$ cat config.mk
export PLATFORM = sky130hd
export DESIGN_NAME = reorder_buffer
export DESIGN_NICKNAME = d
export VERILOG_FILES = /design/src/rtl/reorder_buffer_pkg.sv /design/src/rtl/reorder_buffer_rob_ptr.sv /design/src/rtl/reorder_buffer.sv
export SDC_FILE = /design/constraint.sdc
export NUM_CORES = 1
export LEC_CHECK = 0
export BUFFER_PORTS_ARGS = -buffer_cell sky130_fd_sc_hd__buf_2
export CORE_MARGIN = 3
export CORE_UTILIZATION = 40
export CTS_CLUSTER_SIZE = 24
export DETAILED_ROUTE_END_ITERATION = 8
export SYNTH_ARGS = -nofsm -noshare
export SYNTH_HDL_FRONTEND = slang
export SYNTH_SLANG_ARGS = --single-unit
export TNS_END_PERCENT = 5
$ cat constraint.sdc
create_clock -name clk -period 33.9 [get_ports clk]
set_clock_uncertainty 0.05 [all_clocks]
set_input_delay 6.78 -clock clk [delete_from_list [all_inputs] [get_ports clk]]
set_output_delay 6.78 -clock clk [all_outputs]
set_load 0.03 [all_outputs]
$ cat src/rtl/reorder_buffer_pkg.sv
// Shared types and sizing for the reorder buffer and its consumers.
//   ROB_SIZE       number of ROB entries (power of two)
//   ROB_TAG_W      tag width derived from ROB_SIZE
//   rob_entry_t    per-entry state {valid, done, dest, data}
//   rob_commit_t   commit broadcast {rob_en, rob_dest, rob_tag} as seen by the producer table
package reorder_buffer_pkg;

   localparam int unsigned ROB_SIZE       = 8;
   localparam int unsigned ROB_TAG_W      = $clog2(ROB_SIZE);
   localparam int unsigned ROB_REG_ADDR_W = 5;
   localparam int unsigned ROB_DATA_W     = 32;

   typedef struct packed {
      logic                      valid;
      logic                      done;
      logic [ROB_REG_ADDR_W-1:0] dest;
      logic [ROB_DATA_W-1:0]     data;
   } rob_entry_t;

   typedef struct packed {
      logic                      rob_en;
      logic [ROB_REG_ADDR_W-1:0] rob_dest;
      logic [ROB_TAG_W-1:0]      rob_tag;
   } rob_commit_t;

endpackage

$ cat src/rtl/reorder_buffer_rob_ptr.sv
// Wrap-bit circular pointer used for the ROB head and tail.
//   clk  clock, rising edge
//   rst  asynchronous active-high reset (pointer -> 0)
//   clr  synchronous clear, has priority over inc
//   inc  advance by one; the natural W+1-bit rollover toggles the wrap bit
//   ptr  {wrap bit, index}
module rob_ptr #(
   parameter int unsigned W = 3
) (
   input  logic       clk,
   input  logic       rst,
   input  logic       clr,
   input  logic       inc,
   output logic [W:0] ptr
);

   always_ff @(posedge clk or posedge rst) begin
      if (rst) begin
         ptr <= '0;
      end else if (clr) begin
         ptr <= '0;
      end else if (inc) begin
         ptr <= ptr + 1'b1;
      end
   end

endmodule

$ cat src/rtl/reorder_buffer.sv
// Circular in-order reorder buffer. Allocates a tag per issued instruction,
// collects out-of-order writebacks by tag, and retires in program order.
//   clk, rst                 clock / async active-high reset
//   stall_i                  blocks issue and commit; writeback still captured
//   flush_i                  synchronous discard of all entries (highest priority)
//   issue_valid_i/rd_i       allocation request and its destination register
//   issue_ready_o/tag_o      not-full flag and tag that an accepted issue receives
//   wb_valid_i/tag_i/data_i  writeback bus
//   rN_tag_i/ready_o/data_o  operand lookups with same-cycle writeback bypass
//   commit_*_o               head retirement broadcast and regfile write data
module reorder_buffer
   import reorder_buffer_pkg::*;
#(
   parameter int unsigned TAG_W      = ROB_TAG_W,
   parameter int unsigned REG_ADDR_W = ROB_REG_ADDR_W,
   parameter int unsigned DATA_W     = ROB_DATA_W
) (
   input  logic                  clk,
   input  logic                  rst,
   input  logic                  stall_i,
   input  logic                  flush_i,
   input  logic                  issue_valid_i,
   input  logic [REG_ADDR_W-1:0] issue_rd_i,
   output logic                  issue_ready_o,
   output logic [TAG_W-1:0]      issue_tag_o,
   input  logic                  wb_valid_i,
   input  logic [TAG_W-1:0]      wb_tag_i,
   input  logic [DATA_W-1:0]     wb_data_i,
   input  logic [TAG_W-1:0]      r1_tag_i,
   output logic                  r1_ready_o,
   output logic [DATA_W-1:0]     r1_data_o,
   input  logic [TAG_W-1:0]      r2_tag_i,
   output logic                  r2_ready_o,
   output logic [DATA_W-1:0]     r2_data_o,
   output logic                  commit_en_o,
   output logic [REG_ADDR_W-1:0] commit_dest_o,
   output logic [TAG_W-1:0]      commit_tag_o,
   output logic [DATA_W-1:0]     commit_data_o
);

   localparam int unsigned DEPTH = 2 ** TAG_W;

   rob_entry_t       entries [DEPTH];
   logic [TAG_W:0]   head;
   logic [TAG_W:0]   tail;
   logic [TAG_W-1:0] head_idx;
   logic [TAG_W-1:0] tail_idx;
   logic             full;
   logic             empty;
   logic             issue_acc;
   logic             wb_hit;
   rob_entry_t       head_e;
   rob_commit_t      commit_bus;

   assign head_idx = head[TAG_W-1:0];
   assign tail_idx = tail[TAG_W-1:0];
   assign full     = (head[TAG_W] != tail[TAG_W]) && (head_idx == tail_idx);
   assign empty    = (head == tail);
   assign head_e   = entries[head_idx];

   assign issue_ready_o = !full;
   assign issue_tag_o   = tail_idx;
   assign issue_acc     = issue_valid_i & !full & !stall_i & !flush_i;

   // Only valid, not-yet-done entries accept a result; an entry issued this
   // cycle is still invalid, so a writeback to it is dropped.
   assign wb_hit = wb_valid_i & entries[wb_tag_i].valid & !entries[wb_tag_i].done;

   always_comb begin
      commit_bus          = '0;
      commit_data_o       = '0;
      commit_bus.rob_en   = !empty & head_e.valid & head_e.done & !stall_i & !flush_i;
      if (head_e.valid) begin
         commit_bus.rob_dest = head_e.dest;
         commit_bus.rob_tag  = head_idx;
         commit_data_o       = head_e.data;
      end
   end

   assign commit_en_o   = commit_bus.rob_en;
   assign commit_dest_o = commit_bus.rob_dest;
   assign commit_tag_o  = commit_bus.rob_tag;

   rob_ptr #(.W(TAG_W)) u_head (
      .clk (clk),
      .rst (rst),
      .clr (flush_i),
      .inc (commit_en_o),
      .ptr (head)
   );

   rob_ptr #(.W(TAG_W)) u_tail (
      .clk (clk),
      .rst (rst),
      .clr (flush_i),
      .inc (issue_acc),
      .ptr (tail)
   );

   // Writeback, commit and issue never touch the same entry in one cycle:
   // the head is already done (wb dropped) and the tail slot is not valid.
   always_ff @(posedge clk or posedge rst) begin
      if (rst) begin
         for (int unsigned i = 0; i < DEPTH; i++) begin
            entries[i] <= '0;
         end
      end else if (flush_i) begin
         for (int unsigned i = 0; i < DEPTH; i++) begin
            entries[i].valid <= 1'b0;
            entries[i].done  <= 1'b0;
         end
      end else begin
         if (wb_hit) begin
            entries[wb_tag_i].done <= 1'b1;
            entries[wb_tag_i].data <= wb_data_i;
         end
         if (commit_en_o) begin
            entries[head_idx].valid <= 1'b0;
            entries[head_idx].done  <= 1'b0;
         end
         if (issue_acc) begin
            entries[tail_idx].valid <= 1'b1;
            entries[tail_idx].done  <= 1'b0;
            entries[tail_idx].dest  <= issue_rd_i;
            entries[tail_idx].data  <= '0;
         end
      end
   end

   // Operand lookups: a writeback arriving this cycle is forwarded directly.
   always_comb begin
      r1_ready_o = entries[r1_tag_i].valid & entries[r1_tag_i].done;
      r1_data_o  = entries[r1_tag_i].data;
      if (wb_valid_i && (wb_tag_i == r1_tag_i) && entries[r1_tag_i].valid) begin
         r1_ready_o = 1'b1;
         r1_data_o  = wb_data_i;
      end
   end

   always_comb begin
      r2_ready_o = entries[r2_tag_i].valid & entries[r2_tag_i].done;
      r2_data_o  = entries[r2_tag_i].data;
      if (wb_valid_i && (wb_tag_i == r2_tag_i) && entries[r2_tag_i].valid) begin
         r2_ready_o = 1'b1;
         r2_data_o  = wb_data_i;
      end
   end

endmodule
# == Word level (Yosys, flattened, before mapping) ==
# Index checks and enable logic that the tools add are counted.
# word_totals
output_inout_bits,111
word_cells,139
in_bits,52
register_bits,320
# classes
reduce_logical,15
add_sub_neg,2
n_mux,59
n_bitwise,16
magnitude_cmp,8
n_eq_ne,5
# op_table
operator,count
$bwmux 312,8
$mux 312,5
$demux 39 s3,8
$bmux 39 s3,4
$mux 39,10
$mux 32,5
$mux 38,3
$mux 37,1
$ge 4x4->1 const B,5
$not 3->4,5
$mux 2,8
$mux 4,4
$lt 4x1->1 const B,3
$and 1x1->1,11
$eq 3x3->1,3
$add 4x1->4 const B,2
$logic_and 1x1->1,8
$mux 8,1
$logic_not 1->1,5
$eq 4x4->1,1
$reduce_bool 2->1,2
$mux 1,2
$ne 1x1->1,1

# == Longest topological paths before layout ==
# depth
depth_word,19
depth_mapped,9

# == Hierarchy ==
# From an unflattened synthesis, not the netlist that was laid out.
# hier_totals
cells_unflattened,1688
area_unflattened_um2,19000.7
# by_module_without_submodules
mod,seq_area_each_um2,instances,cells_per_inst,area_each_um2
reorder_buffer,7807.5,1,1654,18607.8
rob_ptr,100.1,2,17,196.4

# == Least setup slack after synthesis ==
# No wires, ideal clock.
# synth_timing
path_kind,input -> output
startpoint,input port r1_tag_i[0]
endpoint,output port r1_data_o[0]
t_required_ps,27070
t_arrival_ps,8626
path_stages,6
setup_slack_ps,18444
n_path_buf,2
path_cell_list,buf_2 -> mux4_2 -> mux2i_1 -> nor2_1 -> clkbuf_1 -> o21ai_0
# synth_via
elab_chain_cells,6
# synth_rtl
item,line,rtl
start: declaration,reorder_buffer.sv:29,"input logic [TAG_W-1:0] r1_tag_i,"
$not 3->4 (implied by the code),"reorder_buffer.sv:133, reorder_buffer.sv:134",
$bmux 39 s3,"reorder_buffer.sv:133, reorder_buffer.sv:134",
$mux 39 (implied by the code) (2 in series),reorder_buffer.sv:134,if (wb_valid_i && (wb_tag_i == r1_tag_i) && entries[r1_tag_i].valid) begin
$logic_and 1x1->1,reorder_buffer.sv:134,
$mux 32 *,reorder_buffer.sv:134,
end: declaration,reorder_buffer.sv:31,"output logic [DATA_W-1:0] r1_data_o,"
# Mark *: on every way between the ends. The rest lies on a longest branch, timed or not. The select of a mux whose other input is x is not followed.

# == Worst setup path in the final report ==
# layout_timing
startpoint,input port r2_tag_i[0]
endpoint,output port r2_data_o[12]
# layout_via
elab_chain_cells,6
# layout_rtl
item,line,rtl
start: declaration,reorder_buffer.sv:32,"input logic [TAG_W-1:0] r2_tag_i,"
$not 3->4 (implied by the code),"reorder_buffer.sv:142, reorder_buffer.sv:143",
$bmux 39 s3,"reorder_buffer.sv:142, reorder_buffer.sv:143",
$mux 39 (2 in series),-,
$logic_and 1x1->1,reorder_buffer.sv:143,if (wb_valid_i && (wb_tag_i == r2_tag_i) && entries[r2_tag_i].valid) begin
$mux 32 *,reorder_buffer.sv:143,
end: declaration,reorder_buffer.sv:34,"output logic [DATA_W-1:0] r2_data_o,"
# Marked as above.

==> metrics.txt <==
Detailed Route Iter0 Violations 2,080; synthesized instance count 1,755; largest net degree at the start of global routing 103; WL final 71.9 mm; starting density of the core 40.8%; leak pwr 9.05 nW; Yosys top cell area share 40.8%; Yosys reg bits 320; top_reg_cell synth dfrtp_1; max incr delay on CP 0.85 ns; routed length on met1 27.8 mm; Max clock buf depth 3; Crit path max-delay family buffers and inverters; Root Buffer clkbuf_16; Crit Path Max Fanout 40; Startpoint Class input port; Hold WS 0.431 ns; final hold vios 0; Final #Nets 1,838; Worst-path clk slew 0.05 ns; most frequent cells in the layout dfrtp_1 (320), buf_2 (158), mux2i_1 (144); cell repeated most along the worst path buf_4; Seq/Total Area, Yosys 40.8%; wire per inst 29.6 um; Area Growth Syn to Fin 11.4%; fmax 0.0585 GHz; latest clock arrival within the worst-skew pair 0.55 ns; Yosys warning count 0; Mapped Area 19,600 um2; RSZ-0062 raised after global routing false; CTS tree done; antenna violations before repair 2; CTS H-tree depth 2; PortBufs 162; ys async rst share 100%; Pre-antenna DRT Iters 7; worst-case vdd ir drop 0.0000270 V; CTS buffer count 39; crit path DAT 10.25 ns; fin crit share 50.4%; top sig layer met5; post-DP HPWL 39.8 mm; syn_area_per_cell 11.2 um2; slowest CP cell buf_4; ANT nets after route 0; most common cell after layout, fill and taps aside dfrtp_1; slew margin rel. 8.76%; Vias/cell 6.83; EDFF count, synth 0; post-synth top area cell dfrtp_1; first-pass GRT wire length 107 mm; cell row count 80; PD cells 51.9 nW/um2; GRT Total Usage 27.6%; Slew @ Worst Pin 1.36 ns; post-route insts no fill 2,428; Placer Congestion 0.864; total power 1.13 mW; # clock sinks 320; Mapped Nets 1,809; outcome completed; grt ovf 0; Top Ports 163; Hold WC Path Type reg2reg; Core Area 48,000 um2; vias in the first global route 16,700; PostCTS Resize Cnt 0; # Post-CTS Setup Buffers 0; layout cells sized above 1 25.8%; die height 227 um; WP buf/inv 4; TNS Setup 0 ns; placed insts 2,358; crit-path cells buf_4 -> buf_4 -> mux4_2 -> mux2i_1 -> nor2_4 -> buf_4 -> nand2_1 -> o21ai_0 -> buf_2; nature of the critical path endpoint primary output; DRC violations left 0; Die W 227 um; Final min period 17.08 ns; Final Slew Violations 0; met2 wire length 33.2 mm; Req. time, crit path 27.07 ns; hold_buf cts 0; Area contributors post-synth dfrtp_1 (41%), mux4_2 (16%), mux2i_1 (7.3%), a22o_1 (6.4%), a22oi_1 (4.5%); Setup CP Type in2out; total of max-cap violations 0; Util after Layout 45.5%; Vias 16,600; wire length on met3 7.03 mm; DIE AREA 51,700 um2; Synth cell types 70; Final setup viols 0
==> registers in the layout, summed over array words and instances, names as in the netlist <==
name        flops
u_tail.ptr      4
u_head.ptr      4
entries       312
==> Yosys cell counts, drive strengths merged (36+ instances only) <==
cell    number
nand3       67
clkbuf     123
nand2      112
buf         89
mux4       139
mux2        36
a22oi      119
nor2        86
mux2i      144
o21ai      136
a22o       143
a21oi       73
dfrtp      320
==> layer usage <==
metal  global-route usage (%)  up-vias
met5                        0        -
met4                     13.7        2
met3                     5.93      279
met2                     43.8     1066
met1                     36.3     8379
li1                         -     6849
==> final cells by class <==
class,instances,area [um2]
Fill cell,4410,26200
Multi-Input combinational cell,1213,10600
Antenna cell,1,2.50
Tap cell,615,769
Timing Repair Buffer,200,1110
Clock buffer,59,1190
Sequential cell,320,8010
Inverter,10,45.0
Clock inverter,10,87.6
==> path summary, 6_finish.rpt <==
| kind | cells after the start | to | from | slack [ns] |
|---|---|---|---|---|
| max | 9 | r2_data_o[12] | r2_tag_i[0] | 16.82 |
| min | 2 | entries[192]$_DFFE_PP0P_ | entries[192]$_DFFE_PP0P_ | 0.43 |
| max reg2reg | 7 | entries[184]$_DFFE_PP0N_ | entries[232]$_DFF_PP0_ | 29.85 |
| min reg2reg | 2 | entries[192]$_DFFE_PP0P_ | entries[192]$_DFFE_PP0P_ | 0.43 |
| max in group asynchronous | 3 | entries[64]$_DFFE_PP0N_ | rst | 25.97 |
| min in group asynchronous | 2 | entries[3]$_DFFE_PP0N_ | rst | 6.30 |
==> where the power goes <==
| part | switching, mW | total, mW | internal, mW |
|---|---|---|---|
| clock | 0.170 | 0.419 | 0.250 |
| combinational | 0.123 | 0.229 | 0.106 |
| sequential | 0.0530 | 0.485 | 0.432 |
| total | 0.346 | 1.13 | 0.788 |
==> cells by family (layout without fill, tap and decap cells) <==
kind of cell	Yosys count	in the layout	synth area share, %
compound gates	548	548	19.5
simple gates	332	332	8.31
flops	320	320	40.8
mux	319	319	25.4
buf+inv	222	279	5.33
xor+xnor	12	12	0.536
fa+ha+maj	2	2	0.128
other cells	0	1	0
==> tightest hold or removal path: cells and delay by family, from the launching register on <==
family           cells  cell delay, ns
and+or+nand+nor      2            0.11
DFF                  1            0.34
==> stage by stage <==
step / instance area [um2] / worst slack (ns)
after floorplan: 19600 / 18.21
after global placement: 20600 / 16.85
after detailed placement: 20600 / 16.80
after CTS: 21800 / 16.76
after global routing: 21800 / 16.44
final: 21800 / 16.82
Power figures use the tool's default switching activity.
